$ cat src/rtl/isqrt_seq.sv
// Sequential integer square root: restoring digit recurrence, STEPS root bits per clock.
// root = floor(sqrt(x)), rem = x - root^2, exact flags a perfect square.
module isqrt_seq #(
    parameter int WIDTH = 64,
    parameter int STEPS = 1
) (
    input  logic               clk,
    input  logic               reset,
    input  logic               start,
    input  logic [WIDTH-1:0]   x,
    output logic               busy,
    output logic               done,
    output logic [WIDTH/2-1:0] root,
    output logic [WIDTH/2:0]   rem,
    output logic               exact
);

    localparam int HALF = WIDTH / 2;
    localparam int M    = HALF / STEPS;
    localparam int CW   = $clog2(M + 1);
    localparam int RW   = HALF + 2;

    typedef enum logic [1:0] {IDLE, RUN, DONE} state_t;

    state_t           state_reg, state_next;
    logic [WIDTH-1:0] rad_reg;
    logic [HALF-1:0]  proot_reg;
    logic [RW-1:0]    prem_reg;
    logic [CW-1:0]    count_reg;
    logic [HALF-1:0]  root_reg;
    logic [HALF:0]    rem_reg;
    logic             exact_reg;

    logic accept;
    logic last_step;

    assign accept    = start && (state_reg != RUN);
    assign last_step = (state_reg == RUN) && (count_reg == CW'(1));

    // Combinational chain of STEPS recurrence stages, fed from the partial state.
    logic [HALF-1:0]  root_s [0:STEPS];
    logic [RW-1:0]    rem_s  [0:STEPS];
    logic [WIDTH-1:0] rad_s  [0:STEPS];

    assign root_s[0] = proot_reg;
    assign rem_s[0]  = prem_reg;
    assign rad_s[0]  = rad_reg;

    generate
        for (genvar gi = 0; gi < STEPS; gi++) begin : g_stage
            logic [RW-1:0] shifted;
            logic [RW-1:0] trial;
            logic          ge;

            // Partial remainder never exceeds 2*root, so its top two bits are zero here.
            assign shifted = {rem_s[gi][RW-3:0], rad_s[gi][WIDTH-1 -: 2]};
            assign trial   = {root_s[gi], 2'b01};
            assign ge      = (shifted >= trial);

            assign rem_s[gi+1]  = ge ? (shifted - trial) : shifted;
            assign root_s[gi+1] = {root_s[gi][HALF-2:0], ge};
            assign rad_s[gi+1]  = {rad_s[gi][WIDTH-3:0], 2'b00};
        end
    endgenerate

    always_ff @(posedge clk) begin
        if (reset) begin
            state_reg <= IDLE;
        end else begin
            state_reg <= state_next;
        end
    end

    always_comb begin
        state_next = state_reg;
        case (state_reg)
            IDLE:    if (accept) state_next = RUN;
            RUN:     if (last_step) state_next = DONE;
            DONE:    state_next = accept ? RUN : IDLE;
            default: state_next = IDLE;
        endcase
    end

    always_ff @(posedge clk) begin
        if (reset) begin
            rad_reg   <= '0;
            proot_reg <= '0;
            prem_reg  <= '0;
            count_reg <= '0;
            root_reg  <= '0;
            rem_reg   <= '0;
            exact_reg <= 1'b0;
        end else if (accept) begin
            rad_reg   <= x;
            proot_reg <= '0;
            prem_reg  <= '0;
            count_reg <= CW'(M);
        end else if (state_reg == RUN) begin
            rad_reg   <= rad_s[STEPS];
            proot_reg <= root_s[STEPS];
            prem_reg  <= rem_s[STEPS];
            count_reg <= count_reg - CW'(1);
            // Published results change only on the edge that enters DONE.
            if (last_step) begin
                root_reg  <= root_s[STEPS];
                rem_reg   <= rem_s[STEPS][HALF:0];
                exact_reg <= (rem_s[STEPS] == '0);
            end
        end
    end

    assign busy  = (state_reg == RUN);
    assign done  = (state_reg == DONE);
    assign root  = root_reg;
    assign rem   = rem_reg;
    assign exact = exact_reg;

endmodule

$ cat config.mk
export PLATFORM = sky130hd
export DESIGN_NAME = isqrt_seq
export DESIGN_NICKNAME = d
export VERILOG_FILES = /design/src/rtl/isqrt_seq.sv
export SDC_FILE = /design/constraint.sdc
export NUM_CORES = 1
export LEC_CHECK = 0
export CAP_MARGIN = 30
export CORE_MARGIN = 3
export CORE_UTILIZATION = 50
export DETAILED_ROUTE_END_ITERATION = 12
export GPL_TIMING_DRIVEN = 0
export PLACE_DENSITY = 0.83
export SETUP_SLACK_MARGIN = 0.2
export SLEW_MARGIN = 20
export SYNTH_ARGS = -nofsm -noshare
export SYNTH_HDL_FRONTEND = slang
export SYNTH_SLANG_ARGS = --single-unit
$ cat constraint.sdc
create_clock -name clk -period 3.24 [get_ports clk]
set_clock_uncertainty 0.15 [all_clocks]
set_input_delay 0.486 -clock clk [delete_from_list [all_inputs] [get_ports clk]]
set_output_delay 0.486 -clock clk [all_outputs]
set_load 0.03 [all_outputs]
# Word-level counts from Yosys, hierarchy flattened
# Index checks and enable logic that the tools add are counted.
[word_totals]
register_bits = 202
inputBits = 67
out_inout_bits = 68
word_cells = 36
[classes]
n_reduce_logical = 8
n_eq_ne = 6
n_addsub = 2
n_bitwise = 1
order_cmp = 1
mux = 9
[ops]
columns = ["operator", "count"]
rows = [
  ["$mux W64", 2],
  ["$ge A34 B34 Y1", 1],
  ["$logic_not A34 Y1", 1],
  ["$mux W34", 1],
  ["$sub A34 B34 Y34", 1],
  ["$mux W6", 2],
  ["$eq A6 B1 Y1 const B", 1],
  ["$pmux W2 S3", 1],
  ["$sub A6 B1 Y6 const B", 1],
  ["$mux W2", 2],
  ["$ne A2 B1 Y1 const B", 2],
  ["$reduce_and A3 Y1", 1],
  ["$eq A2 B1 Y1 const B", 1],
  ["$eq A2 B2 Y1 const B", 1],
  ["$logic_and A1 B1 Y1", 2],
  ["$logic_not A2 Y1", 1],
  ["$ne A2 B2 Y1 const B", 1],
  ["$reduce_and A2 Y1", 1],
  ["$reduce_bool A2 Y1", 1],
  ["$reduce_or A2 Y1", 1],
  ["$mux W1", 1],
  ["$not A1 Y1", 1],
]

# Logic depth before layout (Yosys ltp)
# Gate-level depths: netlist (run 1).
[logic_depth]
word_depth = 4
mapped_depth = 15
ltp_nobuf = 12

# Least setup slack after synthesis (run 1)
# No wires, ideal clock.
[synth_timing]
path_kind = "reg2reg"
from = "reg proot_reg[14]"
to = "reg exact_reg (netlist: exact)"
synth_period_minus_slack_ns = 2.794
required_ns = 3.021
path_stages_with_launch = 13
setup_time_ns = 0.069
arrival_ns = 2.575
path_buffers = 0
setup_slack_ns = 0.446
path_cell_list = "dfxtp_1 -> inv_1 -> ha_1 -> nand2_1 -> o221a_2 -> o31ai_1 -> nor2_1 -> a211oi_1 -> xnor2_1 -> o21ai_1 -> nor4_1 -> nand4_1 -> o21ai_1"
[synth_between]
elab_chain_cells = 3
elab_cells_between_ends = 4
classes_between = "1 x add/sub; 1 x order compare; 1 x mux; 1 x reduce/logical"
[synth_rtl]
columns = ["element", "line", "text"]
rows = [
  ["from (decl)", "27", "logic [HALF-1:0] proot_reg;"],
  ["from (signal assigned)", "100", "proot_reg <= root_s[STEPS];"],
  ["$sub A34 B34 Y34 or $ge A34 B34 Y1 (tied branches)", "60, 58", ""],
  ["$mux W34 (*)", "60", "assign rem_s[gi+1] = ge ? (shifted - trial) : shifted;"],
  ["$logic_not A34 Y1 (*)", "107", "exact_reg <= (rem_s[STEPS] == '0);"],
  ["to (signal assigned)", "107", ""],
  ["to (decl)", "32", "logic exact_reg;"],
]
# Every way passes the cells marked *; elsewhere a longest branch is shown, timed or not.
# A chain may end at the register's enable or synchronous reset.

# Worst setup path after layout (run 1)
[layout_timing]
from = "reg prem_reg[21]"
to = "reg exact_reg (netlist: exact)"
[layout_between]
elab_chain_cells = 3
elab_cells_between_ends = 4
classes_between = "1 x add/sub; 1 x order compare; 1 x mux; 1 x reduce/logical"
[layout_rtl]
columns = ["element", "line", "text"]
rows = [
  ["from (decl)", "28", "logic [RW-1:0] prem_reg;"],
  ["from (signal assigned)", "101", "prem_reg <= rem_s[STEPS];"],
  ["$sub A34 B34 Y34 or $ge A34 B34 Y1 (tied branches)", "60, 58", ""],
  ["$mux W34 (*)", "60", ""],
  ["$logic_not A34 Y1 (*)", "107", ""],
]
# Marked as above.

==> flow_summary.yaml, run 1 <==
drt:
  wirelength_mm: 36.5
  dr.pass1.iters: 6
  drtIter0Drc: 863
  post_drt_wl_per_cell_microns: 20.6
  viasPerCell: 6.05
  vias: 10698
  drc: 0
  ant_nets: 0
floorplanning:
  die_x_microns: 151
  initial_utilization_pct: 51.3
  io_pins: 135
  core-area_sq_um: 20400
  die_y_microns: 151
  row_count: 52
  fp.dieArea_sq_um: 22700
timing:
  rsz0062_at_grt: "true"
  finalSetupViolCount: 1
  tightestPinTransition_ns: 0.773
  postLayoutSetupSlackWorst_ns: -0.0166
  final_max_slew_viol_count: 0
  relSlewSlack_pct: 48.5
  fin_crit_sh_pct: 101
  timing.fmax_mhz: 307
  hold_viol: 0
  min_period_ns: 3.26
placed_design:
  portBuffers: 132
  hpwl_mm: 25.0
  dp_cells: 1664
  pre_cts_ws_ns: -0.335
  placed_area_sq_um: 12100
  place.gp.congestion: 0.969
layout:
  stdcell_area_sq_um: 14600
  insertedDiodeCount: 0
  nNetsFinal: 1590
  largest_reg_flops: 64
  drive_gt1_share_pct: 22.4
  syn_to_final_growth_pct: 39.5
  final_cells: 1769
synthesis:
  syn_area_sq_um: 10500
  syn_inst: 1262
  avgSynthCellArea_sq_um: 8.28
  ys_top_cells_by_area: "dfxtp_1 (39%), a211oi_1 (8.8%), mux2i_1 (8.6%)"
  synth.top_cell.area_share_pct: 38.7
  synth.net_count: 1365
  ys_ff_latch: 202
  yosysTopAreaCell: "dfxtp_1"
  synth_flop_cell: "dfxtp_1"
  synth_edf_count: 0
  synth_cell_type_count: 76
  yosysWarnings: 0
  async_reset_ff_share_pct: 0
  synth_seq_area_share_pct: 38.7
grt:
  grt-ovfl-total: 0
  grt_max_degree: 15
  grt_pass1_wl_mm: 53.3
  antenna_found_initial: 0
  grt_pass1_vias: 10164
  grt_usage_pct: 29.5
pwr:
  power_frac_comb_pct: 47.3
  seq_power_share_pct: 28.3
  p_int_mw: 6.03
  p_leak_nw: 5.37
  switchingPower_mw: 3.76
  power_density_nw_per_um2: 672
  ir_drop_mv: 0.567
  switching_share_pct: 38.4
  power.share.clock_pct: 24.4
critical_path:
  worstSetupEndpointType: "flop"
  critPathKind: "reg2reg"
  r2r_setup_slack_ns: -0.02
  startpoint_type: "flop"
  required_ns: 3.53
  cp.arrival_ns: 3.55
  worst-path-max-fanout: 5
hold_path:
  hp-class: "reg2reg"
status:
  violations: "negative setup slack"
  status: "finished with violations"
clock_tree:
  hold_buffers: 0
  cts_num_sinks: 202
  ctsRootBufferMaster: "clkbuf_16"
  cts_inserted_buffers: 22
  clk_latency_ns: 0.52
  clk_path_buf_depth: 3
  clkTransAtPathRegs_ns: 0.06
  htreeDepth: 1
  cts_tree: "built"
job:
  drv_cap: 0
path summary, 6_finish.rpt:
kind	from	end	depth (start not counted)
worst min-delay path	root[8]	root[8]	2
worst max register to register	prem_reg[21]	exact	13
worst min register to register	root[8]	root[8]	2
worst max-delay path	prem_reg[21]	exact	13
critical path, stage by stage, from the launching register on:
cell,delay (ns)
dfxtp_2,0.36
ha_1,0.32
buf_6,0.15
a21oi_4,0.17
buf_4,0.14
o21a_1,0.19
nand3_1,0.14
a311oi_2,0.38
nor2_1,0.14
xor2_1,0.17
mux2i_2,0.35
and3_1,0.26
o2111ai_2,0.13
o21ai_1,0.15
power groups by stage:
| stage | combinational (mW) | sequential [mW] | clock (mW) |
|---|---|---|---|
| global placement | 2.97 | 2.78 | 0 |
| finish | 4.63 | 2.77 | 2.39 |
| detailed placement | 2.99 | 2.78 | 0 |
| global route | 4.82 | 2.78 | 2.48 |
| CTS | 3.80 | 2.74 | 2.40 |
| floorplan | 2.14 | 2.77 | 0 |
logic make-up after synthesis:
kind of cell / share of synthesized area (%)
and+or+nand+nor: 18.3
muxes: 8.62
AOI/OAI and AO/OA: 21.4
xor gates and xnor gates: 2.43
buffers and inverters: 6.24
DFF: 38.7
adders and majority gates: 4.31
cells in the mapped netlist, types with 4 or more instances:
| master | instances |
|---|---|
| ha_1 | 36 |
| buf_6 | 15 |
| nor2_1 | 171 |
| nor3_1 | 19 |
| a21o_1 | 10 |
| a31oi_1 | 4 |
| o21ai_1 | 9 |
| o21ai_0 | 19 |
| o211ai_1 | 4 |
| nand4_1 | 16 |
| buf_4 | 4 |
| xor2_1 | 11 |
| clkbuf_1 | 62 |
| nand2b_1 | 5 |
| dfxtp_1 | 202 |
| inv_1 | 42 |
| o2111ai_1 | 4 |
| nand3_1 | 17 |
| nor2b_1 | 5 |
| xnor2_1 | 18 |
| o21a_1 | 11 |
| a211oi_1 | 122 |
| nor4_1 | 6 |
| a21oi_1 | 110 |
| nand2_1 | 170 |
| buf_2 | 4 |
| mux2i_1 | 90 |
| buf_1 | 9 |
placed cells by master (no fill, tap or decap), types with 10 or more instances in the layout:
cell | netlist | layout
a211oi_1 | 122 | 117
a21oi_1 | 110 | 97
buf_4 | 4 | 67
buf_6 | 15 | 21
clkbuf_1 | 62 | 64
clkbuf_16 | 0 | 22
clkdlybuf4s50_1 | 0 | 131
dfxtp_1 | 202 | 151
dfxtp_2 | 0 | 46
ha_1 | 36 | 10
ha_4 | 0 | 26
inv_1 | 42 | 30
inv_2 | 0 | 13
mux2i_1 | 90 | 70
mux2i_4 | 0 | 13
nand2_1 | 170 | 166
nand3_1 | 17 | 15
nand4_1 | 16 | 16
nor2_1 | 171 | 165
nor3_1 | 19 | 13
o21a_1 | 11 | 11
o21ai_0 | 19 | 11
xnor2_1 | 18 | 15
xor2_1 | 11 | 10
area by class of cell:
cell class / count / area, sq um
well taps: 270 / 338
repair buffers: 201 / 1870
plain buffers: 95 / 561
multi-input cells: 922 / 6850
inverters: 43 / 161
clock inverters: 7 / 73.8
fillers: 1470 / 5790
clock buffers: 29 / 607
flip-flops and latches: 202 / 4120
metrics by stage:
step           TNS, ns  total power [mW]  hold WS [ns]  util, %
2_1_floorplan        0              4.91         0.286        -
3_3_place_gp     -3.56              5.75         0.293     59.5
3_5_place_dp     -4.27              5.77         0.298     59.5
4_1_cts              0              8.95         0.306     68.4
5_1_grt        -0.0840              10.1         0.330     71.6
6_report       -0.0166              9.79         0.304     71.6
layer usage:
layer	GRT usage (%)	wire, microns
met1	36.1	14300
met2	49.6	17100
met3	6.56	2960
met4	13.4	2040
met5	0	0
timing repair:
action                                  CTS  global route
endpoints found under the hold margin     0             0
buffers inserted                         52            15
gates resized for setup                 167           114
pin swaps                                49            41
endpoints found under the setup margin   67            72
cloned                                    2             0
Note: power is estimated with default switching activity, not from simulation.
==> run 2, diff against run 1 <==
--- a/config.mk
+++ b/config.mk
@@ -5,8 +5,8 @@
 export SDC_FILE = /design/constraint.sdc
 export NUM_CORES = 1
 export LEC_CHECK = 0
+export ABC_CLOCK_PERIOD_IN_PS = 3240
 export CAP_MARGIN = 30
-export CORE_MARGIN = 3
 export CORE_UTILIZATION = 50
 export DETAILED_ROUTE_END_ITERATION = 12
 export GPL_TIMING_DRIVEN = 0
==> run 2 against run 1 <==
The flow now finishes without violations. Die area decreased by 5.2%. First-iteration DRC count increased by 28%. Flip-flop and latch count unchanged. Cell count unchanged. Critical path depth increased by 1. Global-route usage increased by 3.1 points. Setup slack improved by 0.059 ns. Sequential power about the same. Critical path type unchanged.
==> flow_summary.yaml, run 2 (synthesis gave the netlist of run 1 again) <==
layout:
  insertedDiodeCount: 0
  final_common_cell: "nand2_1"
  multi_input_comb_area_sq_um: 6750
  largest_reg_flops: 64
  seq_area_sq_um: 4110
  nNetsFinal: 1588
  fill_cells: 1449
  final_cells: 1769
  syn_to_final_growth_pct: 40.3
  drive_gt1_share_pct: 21.5
  final_cell_mix: "nand2_1 (167), nor2_1 (166), dfxtp_1 (158)"
  stdcell_area_sq_um: 14700
status:
  status: "completed"
pwr:
  power_density_nw_per_um2: 700
  ir_drop_mv: 0.438
  p_leak_nw: 5.45
  finalPower_mw: 10.3
hold_path:
  hold_end: "root[27]"
  hp-class: "reg2reg"
  hold_depth: 2
  min-delay-start: "root[27]"
floorplanning:
  die_y_microns: 147
  die_x_microns: 147
  io_pins: 135
  row_count: 52
  fp.dieArea_sq_um: 21500
  core-area_sq_um: 20400
  initial_utilization_pct: 51.3
clock_tree:
  cts_tree: "built"
  cts_num_sinks: 202
  clk_latency_ns: 0.52
  hold_buffers: 0
  clk_path_buf_depth: 3
  clkTransAtPathRegs_ns: 0.07
  htreeDepth: 1
  ctsRootBufferMaster: "clkbuf_16"
  cts_inserted_buffers: 21
placed_design:
  dp_cells: 1664
  place.gp.congestion: 0.998
  pre_cts_ws_ns: -0.309
  portBuffers: 132
  placed_area_sq_um: 12100
  hpwl_mm: 24.6
critical_path:
  r2r_setup_slack_ns: 0.04
  worstRegToRegCells: 14
  crit_chain: "ha_1, buf_4, nand4_1, nor2_1, nand4_1, nand3_2, a311oi_4, buf_6, buf_12, nand2_1, o31a_1, nor4_2, nand4_1, o21ai_1"
  cpPeakStageDelay_ns: 0.48
  crit_buf_inv: 3
  cp.arrival_ns: 3.50
  worstSetupEndpointType: "flop"
  r2r-start: "prem_reg[8]"
  startpoint_type: "flop"
  cpMostUsedCell: "nand4_1"
  worst-path-max-fanout: 8
  cp_slowest_cell: "dfxtp_1"
  critPathKind: "reg2reg"
  r2r_end: "exact"
  required_ns: 3.54
  cp_top_family: "simple AND/OR/NAND/NOR gates"
timing:
  rsz0062_at_grt: "true"
  final_max_slew_viol_count: 0
  min_period_ns: 3.20
  timing.fmax_mhz: 313
  postLayoutSetupSlackWorst_ns: 0.0424
  tightestPinTransition_ns: 0.820
  hold_viol: 0
  relSlewSlack_pct: 45.3
  tns_ns: 0
  fin_crit_sh_pct: 98.7
  finalSetupViolCount: 0
drt:
  ant_nets: 0
  post_drt_wl_per_cell_microns: 21.1
  drtIter0Drc: 1102
  vias: 10983
  dr.pass1.iters: 5
  drc: 0
  wirelength_mm: 37.3
  viasPerCell: 6.21
grt:
  grt_max_degree: 15
  grt_pass1_vias: 10522
  grt-ovfl-total: 0
  grt_usage_pct: 32.6
  grt_pass1_wl_mm: 55.8
  antenna_found_initial: 0
job:
  drv_cap: 0
[run 2: cell types whose count changed in the layout (fill, tap and decap cells not counted), sizes merged]
cell,before,now
clkinv,6,3
bufinv,0,5
clkbuf,93,94
buf,101,98
[run 2: worst max-delay path by stage]
stage | slack, ns | cells after the start | from | to
after detailed placement | -0.31 | 12 | proot_reg[13] | exact
after global placement | -0.26 | 12 | proot_reg[13] | exact
after global routing | -0.02 | 14 | prem_reg[7] | exact
after CTS | 0.19 | 14 | proot_reg[18] | exact
after floorplan | 0.45 | 12 | proot_reg[14] | exact
final | 0.04 | 14 | prem_reg[8] | exact
[run 2: report_power, final]
group          switching (mW)  internal (mW)
Sequential              0.139           2.62
Clock                    1.09           1.71
Combinational            2.54           2.17
[run 2: layer usage]
| layer | routed length [microns] | vias up | global-route usage (%) |
|---|---|---|---|
| met4 | 2340 | 0 | 18.2 |
| met2 | 17200 | 717 | 53.4 |
| met3 | 3270 | 181 | 5.59 |
| li1 | - | 4916 | - |
| met1 | 14500 | 5169 | 40.6 |
| met5 | 0 | - | 0 |
[run 2: worst min-delay path, stage by stage, from the launching register on]
cell and delay, ns:
dfxtp_1 0.31, nand2_1 0.05, a21oi_1 0.05
[run 2: repair_timing]
| item | CTS | global route |
|---|---|---|
| gates cloned | 2 | 2 |
| endpoints found under the hold margin | 0 | 0 |
| setup endpoints to repair | 65 | 66 |
| gates resized for setup | 194 | 72 |
| pin swaps | 59 | 15 |
| buffers inserted | 48 | 16 |
[run 2: final cells by class]
type | count | area share (%)
flip-flops and latches | 202 | 28.0
clock inverters | 9 | 1.25
plain buffers | 95 | 4.00
well taps | 270 | 2.30
multi-input cells | 922 | 46.0
repair buffers | 200 | 13.2
clock buffers | 28 | 4.10
inverters | 43 | 1.10
[run 2: per-stage QoR]
| step | util, % | hold WS, ns |
|---|---|---|
| 2_1_floorplan | - | 0.286 |
| 3_3_place_gp | 59.5 | 0.294 |
| 3_5_place_dp | 59.5 | 0.296 |
| 4_1_cts | 69.7 | 0.305 |
| 5_1_grt | 72.0 | 0.324 |
| 6_report | 72.0 | 0.302 |
